==> config.mk <==
export PLATFORM = sky130hd
export DESIGN_NAME = rf_wr_req_queue_flat
export DESIGN_NICKNAME = d
export VERILOG_FILES = /design/src/rtl/rf_wr_req_queue_if.sv /design/src/rtl/rf_wr_req_queue.sv /design/src/flat_wrapper.sv
export SDC_FILE = /design/constraint.sdc
export NUM_CORES = 1
export LEC_CHECK = 0
export ABC_CLOCK_PERIOD_IN_PS = 5500
export BUFFER_PORTS_ARGS = -buffer_cell sky130_fd_sc_hd__buf_2
export CAP_MARGIN = 0
export CORE_MARGIN = 2
export CORE_UTILIZATION = 63
export CTS_CLUSTER_SIZE = 8
export DETAILED_ROUTE_END_ITERATION = 12
export HOLD_SLACK_MARGIN = 0.02
export PLACE_DENSITY = 0.9
export SLEW_MARGIN = 20
export SYNTH_ARGS = -nofsm -noshare
export SYNTH_HDL_FRONTEND = slang
export SYNTH_SLANG_ARGS = --single-unit
==> constraint.sdc <==
create_clock -name clk -period 5.5 [get_ports clk]
set_input_delay 0.55 -clock clk [delete_from_list [all_inputs] [get_ports clk]]
set_output_delay 0.55 -clock clk [all_outputs]
set_load 0.05 [all_outputs]
==> src/rtl/rf_wr_req_queue_if.sv <==
// rf_wr_req_queue_if
//   Groups the request handshake and the register-file write bus of the
//   rf_wr_req_queue write-request buffer.
//
//   Parameters: ADDR_W (address width), LANES (word lanes per write),
//               LANE_W (bits per lane); data width is LANES*LANE_W.
//
//   Request side : req_valid, req_ready, req_addr, req_mask, req_data
//   Write side   : wen, word_wen, wr_addr, wr_data (all registered in the queue)
//
//   master : producer of requests / consumer of writes
//   slave  : the queue itself
interface rf_wr_req_queue_if #(
  parameter int ADDR_W = 4,
  parameter int LANES  = 4,
  parameter int LANE_W = 2
);
  localparam int DATA_W = LANES * LANE_W;

  logic              req_valid;
  logic              req_ready;
  logic [ADDR_W-1:0] req_addr;
  logic [LANES-1:0]  req_mask;
  logic [DATA_W-1:0] req_data;

  logic              wen;
  logic [LANES-1:0]  word_wen;
  logic [ADDR_W-1:0] wr_addr;
  logic [DATA_W-1:0] wr_data;

  modport master (
    output req_valid, req_addr, req_mask, req_data,
    input  req_ready, wen, word_wen, wr_addr, wr_data
  );

  modport slave (
    input  req_valid, req_addr, req_mask, req_data,
    output req_ready, wen, word_wen, wr_addr, wr_data
  );
endinterface

==> src/rtl/rf_wr_req_queue.sv <==
// rf_wr_req_queue
//   Write-request buffer in front of the register-file write port. Requests
//   are accepted over a valid/ready handshake, held in a DEPTH-entry FIFO and
//   issued at most one per cycle as a registered write (wen/word_wen/wr_addr/
//   wr_data). A level flush request drains the queue and reports completion
//   with a one-cycle flush_done pulse.
//
//   Ports:
//     clk        clock, rising edge
//     reset_l    asynchronous active-low reset
//     bus        rf_wr_req_queue_if.slave (request handshake + write bus)
//     stall      downstream cannot take a write this cycle
//     flush      level request to drain the queue
//     flush_done one-cycle pulse when the drain completes
//     occupancy  entries currently held
//
//   Build option: WRQ_COALESCE_EN merges a request into the youngest queued
//   entry when the addresses match (and that entry is not popping this edge).
//
//   State table
//     state    | meaning
//     S_IDLE   | queue empty, accepting
//     S_ACTIVE | queue holds entries, accepting
//     S_FLUSH  | draining, no accepts; leaves when the queue is empty
module rf_wr_req_queue #(
  parameter int DEPTH  = 4,
  parameter int ADDR_W = 4,
  parameter int LANES  = 4,
  parameter int LANE_W = 2
) (
  input  logic                     clk,
  input  logic                     reset_l,
  rf_wr_req_queue_if.slave         bus,
  input  logic                     stall,
  input  logic                     flush,
  output logic                     flush_done,
  output logic [$clog2(DEPTH):0]   occupancy
);
  localparam int DATA_W = LANES * LANE_W;
  localparam int PTR_W  = $clog2(DEPTH);
  localparam int CNT_W  = PTR_W + 1;

  localparam logic [CNT_W-1:0] DEPTH_C = CNT_W'(DEPTH);
  localparam logic [CNT_W-1:0] ONE_C   = CNT_W'(1);
  localparam logic [PTR_W-1:0] PTR_ONE = PTR_W'(1);

  localparam logic [1:0] S_IDLE   = 2'd0;
  localparam logic [1:0] S_ACTIVE = 2'd1;
  localparam logic [1:0] S_FLUSH  = 2'd2;

  logic [ADDR_W-1:0] q_addr [DEPTH];
  logic [LANES-1:0]  q_mask [DEPTH];
  logic [DATA_W-1:0] q_data [DEPTH];

  logic [PTR_W-1:0]  head, tail, tail_m1;
  logic [CNT_W-1:0]  cnt, cnt_nx;
  logic [1:0]        state, state_nx;
  logic              alive;
  logic              accept, push_ok, pop, alloc, merge;

  logic              wen_q;
  logic [LANES-1:0]  word_wen_q;
  logic [ADDR_W-1:0] wr_addr_q;
  logic [DATA_W-1:0] wr_data_q;

  // alive keeps req_ready low while reset is asserted without using the
  // reset net as data.
  assign bus.req_ready = alive && (state != S_FLUSH) && (cnt < DEPTH_C);
  assign accept        = bus.req_valid && bus.req_ready;
  // A zero-mask request completes the handshake but creates no entry.
  assign push_ok       = accept && (bus.req_mask != '0);
  assign pop           = (cnt != '0) && !stall;
  assign tail_m1       = tail - PTR_ONE;

`ifdef WRQ_COALESCE_EN
  logic [DATA_W-1:0] lane_bits;
  logic [DATA_W-1:0] merged_data;

  // The youngest entry is the head only when cnt == 1; if it is leaving on
  // this edge the request must get its own slot instead.
  assign merge = push_ok && (cnt != '0) && (q_addr[tail_m1] == bus.req_addr)
                 && !(pop && (cnt == ONE_C));

  always_comb begin
    lane_bits = '0;
    for (int i = 0; i < LANES; i++) begin
      lane_bits[i*LANE_W +: LANE_W] = {LANE_W{bus.req_mask[i]}};
    end
    merged_data = (bus.req_data & lane_bits) | (q_data[tail_m1] & ~lane_bits);
  end
`else
  assign merge = 1'b0;
`endif

  assign alloc = push_ok && !merge;

  always_comb begin
    cnt_nx = cnt;
    if (alloc && !pop) begin
      cnt_nx = cnt + ONE_C;
    end else if (!alloc && pop) begin
      cnt_nx = cnt - ONE_C;
    end
  end

  always_ff @(posedge clk or negedge reset_l) begin
    if (!reset_l) begin
      head <= '0;
      tail <= '0;
      cnt  <= '0;
      for (int i = 0; i < DEPTH; i++) begin
        q_addr[i] <= '0;
        q_mask[i] <= '0;
        q_data[i] <= '0;
      end
    end else begin
      cnt <= cnt_nx;
      if (alloc) begin
        q_addr[tail] <= bus.req_addr;
        q_mask[tail] <= bus.req_mask;
        q_data[tail] <= bus.req_data;
        tail         <= tail + PTR_ONE;
      end
`ifdef WRQ_COALESCE_EN
      if (merge) begin
        q_mask[tail_m1] <= q_mask[tail_m1] | bus.req_mask;
        q_data[tail_m1] <= merged_data;
      end
`endif
      if (pop) begin
        head <= head + PTR_ONE;
      end
    end
  end

  // Output registers: address/data hold their last value when idle.
  always_ff @(posedge clk or negedge reset_l) begin
    if (!reset_l) begin
      wen_q      <= 1'b0;
      word_wen_q <= '0;
      wr_addr_q  <= '0;
      wr_data_q  <= '0;
    end else begin
      wen_q      <= pop;
      word_wen_q <= pop ? q_mask[head] : '0;
      if (pop) begin
        wr_addr_q <= q_addr[head];
        wr_data_q <= q_data[head];
      end
    end
  end

  always_comb begin
    state_nx = state;
    case (state)
      S_IDLE: begin
        if (flush) begin
          state_nx = S_FLUSH;
        end else if (cnt_nx != '0) begin
          state_nx = S_ACTIVE;
        end
      end
      S_ACTIVE: begin
        if (flush) begin
          state_nx = S_FLUSH;
        end else if (cnt_nx == '0) begin
          state_nx = S_IDLE;
        end
      end
      S_FLUSH: begin
        // Empty here means the final pop already happened on an earlier
        // edge, so no write remains to be issued.
        if (cnt == '0) begin
          state_nx = S_IDLE;
        end
      end
      default: state_nx = S_IDLE;
    endcase
  end

  always_ff @(posedge clk or negedge reset_l) begin
    if (!reset_l) begin
      state      <= S_IDLE;
      alive      <= 1'b0;
      flush_done <= 1'b0;
    end else begin
      state      <= state_nx;
      alive      <= 1'b1;
      flush_done <= (state == S_FLUSH) && (cnt == '0);
    end
  end

  assign bus.wen      = wen_q;
  assign bus.word_wen = word_wen_q;
  assign bus.wr_addr  = wr_addr_q;
  assign bus.wr_data  = wr_data_q;
  assign occupancy    = cnt;
endmodule
==> src/flat_wrapper.sv <==
// flat-port wrapper written by rule: the top's interface ports become plain ports
module rf_wr_req_queue_flat 
#(
  parameter int DEPTH  = 4,
  parameter int ADDR_W = 4,
  parameter int LANES  = 4,
  parameter int LANE_W = 2
)
  (clk, reset_l, stall, flush, flush_done, occupancy, bus_req_valid, bus_req_addr, bus_req_mask, bus_req_data, bus_req_ready, bus_wen, bus_word_wen, bus_wr_addr, bus_wr_data);
  rf_wr_req_queue_if #(.ADDR_W(ADDR_W), .LANES(LANES), .LANE_W(LANE_W)) bus_i ();
  input  logic clk;
  input  logic reset_l;
  input  logic stall;
  input  logic flush;
  output logic flush_done;
  output logic [$clog2(DEPTH):0] occupancy;
  input wire logic [$bits(bus_i.req_valid)-1:0] bus_req_valid;
  input wire logic [$bits(bus_i.req_addr)-1:0] bus_req_addr;
  input wire logic [$bits(bus_i.req_mask)-1:0] bus_req_mask;
  input wire logic [$bits(bus_i.req_data)-1:0] bus_req_data;
  output wire logic [$bits(bus_i.req_ready)-1:0] bus_req_ready;
  output wire logic [$bits(bus_i.wen)-1:0] bus_wen;
  output wire logic [$bits(bus_i.word_wen)-1:0] bus_word_wen;
  output wire logic [$bits(bus_i.wr_addr)-1:0] bus_wr_addr;
  output wire logic [$bits(bus_i.wr_data)-1:0] bus_wr_data;
  assign bus_i.req_valid = bus_req_valid;
  assign bus_i.req_addr = bus_req_addr;
  assign bus_i.req_mask = bus_req_mask;
  assign bus_i.req_data = bus_req_data;
  assign bus_req_ready = bus_i.req_ready;
  assign bus_wen = bus_i.wen;
  assign bus_word_wen = bus_i.word_wen;
  assign bus_wr_addr = bus_i.wr_addr;
  assign bus_wr_data = bus_i.wr_data;
  rf_wr_req_queue #(.DEPTH(DEPTH), .ADDR_W(ADDR_W), .LANES(LANES), .LANE_W(LANE_W)) u_core (.clk(clk), .reset_l(reset_l), .bus(bus_i), .stall(stall), .flush(flush), .flush_done(flush_done), .occupancy(occupancy));
endmodule
Yosys cells after proc, flatten, opt, wreduce, memory -nomap -nowiden. Index checks and enable logic that the tools add are counted.

Word-level logic and storage cells: 82. Bits in registers: 92. Input port bits: 21. Output and inout bits: 22.

Reduce and logical (&&, ||, !) cells: 19. Multiplexer cells: 25. $lt $le $gt $ge: 4. Bitwise operators: 2. Add/sub/neg operators: 4. Equal/unequal tests: 6.

Operators with widths (number): 16-bit bitwise mux (2); 32-bit bitwise mux (1); 4-bit two-way mux (6); 8-bit two-way mux (3); 4-bit binary-select mux with 2-bit select (2); 8-bit binary-select mux with 2-bit select (1); 8-bit demux with 2-bit select (1); 2-bit two-way mux (5); 1-bit logical AND (9); 4-bit demux with 2-bit select (1); 3-bit >= comparator (second input constant) (2); 3-bit logical NOT (2); 3-bit two-way mux (2); 3-bit by 2-bit inequality test with 1-bit output (second input constant) (2); 2-bit NOT with 3-bit output (2); 2-bit one-hot mux with 3 select lines (1); 3-bit nonzero test (2); 2-bit by 1-bit adder with 2-bit output (second input constant) (2); 4-bit nonzero test (1); 3-bit by 1-bit adder with 3-bit output (second input constant) (1); 1-bit logical NOT (3); 3-bit by 1-bit less-than comparator with 1-bit output (second input constant) (1); 3-bit less-than comparator (second input constant) (1); 3-bit AND reduction (1); 6 further kinds (6).

Depth between registers and ports, before layout.
Word-level depth: 13. Depth in mapped cells: 9. Mapped depth without buffers: 8.

Worst setup path before layout. No wires, ideal clock.

Path kind: reg2out. Start: reg u_core.cnt[2] (netlist: u_core.occupancy[2]). End: out bus_req_ready. Slack: 3.096 ns. Data arrival time: 1.854 ns. Buffers on the path: 0. Stages on the path, launching flop included: 2. Required time: 4.950 ns. Path through: dfrtp_1 > nor3b_1.

Word-level cells in the longest chain between the ends: 2.

Ends and longest elaborated chain: from (decl) (line rf_wr_req_queue.sv:56) `logic [CNT_W-1:0] cnt, cnt_nx;`; from (signal assigned) (line rf_wr_req_queue.sv:117) `cnt <= cnt_nx;`; 3-bit less-than comparator (line rf_wr_req_queue.sv:68) `assign bus.req_ready = alive && (state != S_FLUSH) && (cnt < DEPTH_C);`; 1-bit logical AND (line rf_wr_req_queue.sv:68); to (decl) (line flat_wrapper.sv:21) `output wire logic [$bits(bus_i.req_ready)-1:0] bus_req_ready;`.

No other way between the ends.

Final worst setup path.
Start: reg u_core.cnt[0] (netlist: u_core.occupancy[0]). End: reg u_core.state[0].

Word-level cells in the longest chain between the ends: 11. Elaborated cells between the ends (all ways): 21. Those cells by class: add/sub (2); order compare (1); eq/ne (3); mux (2); reduce/logical (13).

Ends and longest elaborated chain: 3-bit less-than comparator (line rf_wr_req_queue.sv:68); 1-bit logical AND (line rf_wr_req_queue.sv:68); 1-bit logical AND (line rf_wr_req_queue.sv:69) `assign accept = bus.req_valid && bus.req_ready;`; 1-bit logical AND (line rf_wr_req_queue.sv:71) `assign push_ok = accept && (bus.req_mask != '0);`; 1-bit logical NOT (line rf_wr_req_queue.sv:101) `end else if (!alloc && pop) begin`; 1-bit logical AND (line rf_wr_req_queue.sv:101); 3-bit two-way mux (line rf_wr_req_queue.sv:101); 3-bit two-way mux (line rf_wr_req_queue.sv:99) `if (alloc && !pop) begin`; 3-bit logical NOT / 3-bit nonzero test (equally long branches) (line rf_wr_req_queue.sv:166, rf_wr_req_queue.sv:159); 3-bit by 2-bit inequality test with 1-bit output (no source line); 3-bit AND reduction (no source line) (*); to (signal assigned) (line rf_wr_req_queue.sv:187) `state <= state_nx;`; to (decl) (line rf_wr_req_queue.sv:57) `logic [1:0] state, state_nx;`.

Every way passes the cells marked *; elsewhere a longest branch is shown, timed or not. A chain may end at the register's enable or synchronous reset.

==> results by group <==
Clock network
  – CTS resizes: 0
  – Worst-Skew Late Latency: 360 ps
  – CTS tree: yes
  – H-tree levels: 3
  – Clock slew at reported path FFs: about 90 ps
  – Num Clock Sinks: about 90
  – CTS Buffer Depth: 2
  – Setup repair bufs after CTS: 0
  – TritonCTS Buffers: 9
  – Root buf cell: clkbuf_8
  – Hold_buf cts: 0

Timing
  – Max Clk Rate: 388 MHz
  – Worst Max-Slew Pin Slew: 904 ps
  – Final hold vios: 0
  – Clock period minus worst slack: around 2600 ps
  – Unrepaired setup endpoints after global routing: no
  – Final Setup Violations: 0
  – Hold_ws: 55.2 ps
  – Crit share post-route: 0.469
  – Slew Viols, Final: 0
  – Setup TNS: 0 ps
  – Worst Skew: 12.8 ps
  – Relative slew slack: 0.397

Placed design
  – Dpl cells: 384
  – Routability Congestion: 0.806
  – Port bufs: 42
  – Detail Placement HPWL: 4.64 mm
  – Post-DP Area: between 4000 and 5000 um^2

Synth
  – Synth area leader: dfrtp_1
  – Post-Synthesis Cell Area: 4060 um^2
  – Number of synthesized flops with an enable pin: 0
  – Ys async rst share: 1.00
  – Mapped Avg Cell Area: 14.8 um^2
  – Post-synth top area share: 0.568
  – Syn_nets: 303
  – Post-Syn Instances: 275
  – Post-synthesis register bit count: 92
  – Register area share after synthesis: 0.568
  – Top cells by area, synth: dfrtp_1, mux2_2, mux4_2
  – Synth cell types: 34
  – Predominant post-synthesis flop cell: dfrtp_1
  – Yosys warnings: 0

GRT
  – Total grt overflow: 0
  – Antenna violations before repair: 0
  – GRT Resource Usage Total: 0.235
  – Number of global-route vias before repair: 2438
  – Largest net degree at the start of global routing: 74
  – First-pass GRT wire length: 12.8 mm

Pwr
  – Tot Pwr: 2.79 mW
  – Leak: 2.22 nW
  – Power Dens Cells: 616 nW/um^2
  – Worst vdd rail ir drop: 0.364 mV

Detailed routing
  – Post-route ant nets: 0
  – Via count: between 2000 and 2500
  – DR pass1 iterations: 4
  – Routed len/inst: approximately 19 um
  – Via density: 5.76
  – Initial DRC Count: 143
  – # DRC: 0
  – WL final: 7.49 mm

Cells and area
  – Most frequent cells in the layout: dfrtp_1, mux2_2, buf_2
  – Seq. cell area: 2300 um^2
  – Most common cell after layout, fill and taps aside: dfrtp_1
  – Share of post-route cells with drive strength above 1: 0.464
  – Nets: 346
  – Area of the multi-input gates: 1650 um^2
  – Finished Layout Cells: 400
  – # diodes: 0
  – Synth-to-Final Area Change: 11.7%
  – Final Instance Area: 4530 um^2
  – Filler cell count: 406

Die
  – Initial Util: 0.646
  – Die Area: 7100 um^2
  – Die span in y: roughly 84 um
  – I/O pins: between 40 and 50
  – Core area: 6280 um^2
  – Die width: 84.2 um
  – Cell row count: 29

Run
  – Max Cap Viol: 0

Setup path
  – Crit path arrival time: about 2900 ps
  – Crit-path max FO: 20
  – Critical path capture point type: flip-flop
  – Worst-case reg-to-reg path depth: 9
  – Worst r2r src: u_core.occupancy[0]
  – Crit Path Class: reg2reg
  – CP Launch Type: flip-flop
  – Reg-to-reg endpoint: u_core.state[0]
  – Reg2reg setup slack: 2920 ps
  – CP required: 5780 ps

Hold path
  – Worst min-delay path category: in2async

Outcome
  – Run status: finished, final reports clean
-- report_power, final --
group,leakage [nW],internal (mW),switching [mW]
logic,0.958,0.529,0.552
registers,1.15,0.981,0.239
clock network,0.112,0.259,0.231
total,2.22,1.77,1.02
-- cells in the mapped netlist (3+ instances only) --
cell type  count
and2_1         4
mux4_2        16
ha_1           7
o21ai_0        3
mux2_2        54
clkbuf_1       3
mux2_4        10
nand2_2        3
inv_1          7
nand2_1       40
dfrtp_1       92
buf_2          6
xnor2_1        5
-- how the worst max path moves through the flow --
stage                        startpoint          endpoint  slack, ps  cells after the start
floorplan           u_core.occupancy[2]     bus_req_ready       3100                      1
global placement    u_core.occupancy[0]   u_core.state[0]       2970                      9
detailed placement      bus_req_mask[3]  u_core.q_mask[8]       2910                      5
CTS                 u_core.occupancy[0]   u_core.state[0]       2890                      9
global route        u_core.occupancy[0]   u_core.state[0]       2660                      9
finish              u_core.occupancy[0]   u_core.state[0]       2920                      9
-- layout make-up --
type | count | share of cell area
clock buffers | 13 | 0.0395
clock inverters | 3 | 0.00939
inverters | 8 | 0.00663
multi-input cells | 163 | 0.365
flip-flops and latches | 92 | 0.508
well taps | 77 | 0.0213
repair buffers | 44 | 0.0502
-- per-layer routing --
| metal | GRT usage | routed length (um) |
|---|---|---|
| met1 | 0.344 | 3460 |
| met2 | 0.360 | 3590 |
| met3 | 0.0315 | 269 |
| met4 | 0.107 | 161 |
| met5 | 0 | 0 |
-- critical path, cell delays in order (launching register included) --
cell and delay (ps):
dfrtp_1 440, inv_1 160, ha_1 190, nand2b_1 70
or2b_1 160, buf_4 260, clkinv_1 540, nand4b_1 280
o211ai_1 160, a211oi_2 230
-- registers in the layout, indices dropped and copies added (netlist names) --
register / count
u_core.flush_done: 1
u_core.occupancy: 3
u_core.tail: 2
u_core.state: 2
u_core.bus.word_wen: 4
u_core.q_data: 32
u_core.bus.wen: 1
u_core.bus.wr_data: 8
u_core.bus.wr_addr: 4
u_core.q_addr: 16
u_core.alive: 1
u_core.q_mask: 16
u_core.head: 2
-- logic make-up (layout without fill, tap and decap cells) --
family          Yosys count  in the layout  synth area share
xor+xnor                  5              5            0.0108
mux                      80             80             0.276
flops                    92             92             0.568
compound gates            7              7            0.0142
fa+ha+maj                 9              9            0.0265
buf+inv                  20             68            0.0250
other cells               1              1          0.000924
simple gates             61             61            0.0793
-- per-stage QoR --
step | setup slack [ps] | utilization
floorplan | 3100 | -
global placement | 2970 | 0.686
detailed placement | 2910 | 0.686
CTS | 2890 | 0.722
global route | 2660 | 0.722
finish | 2920 | 0.722
Power figures use the tool's default switching activity.
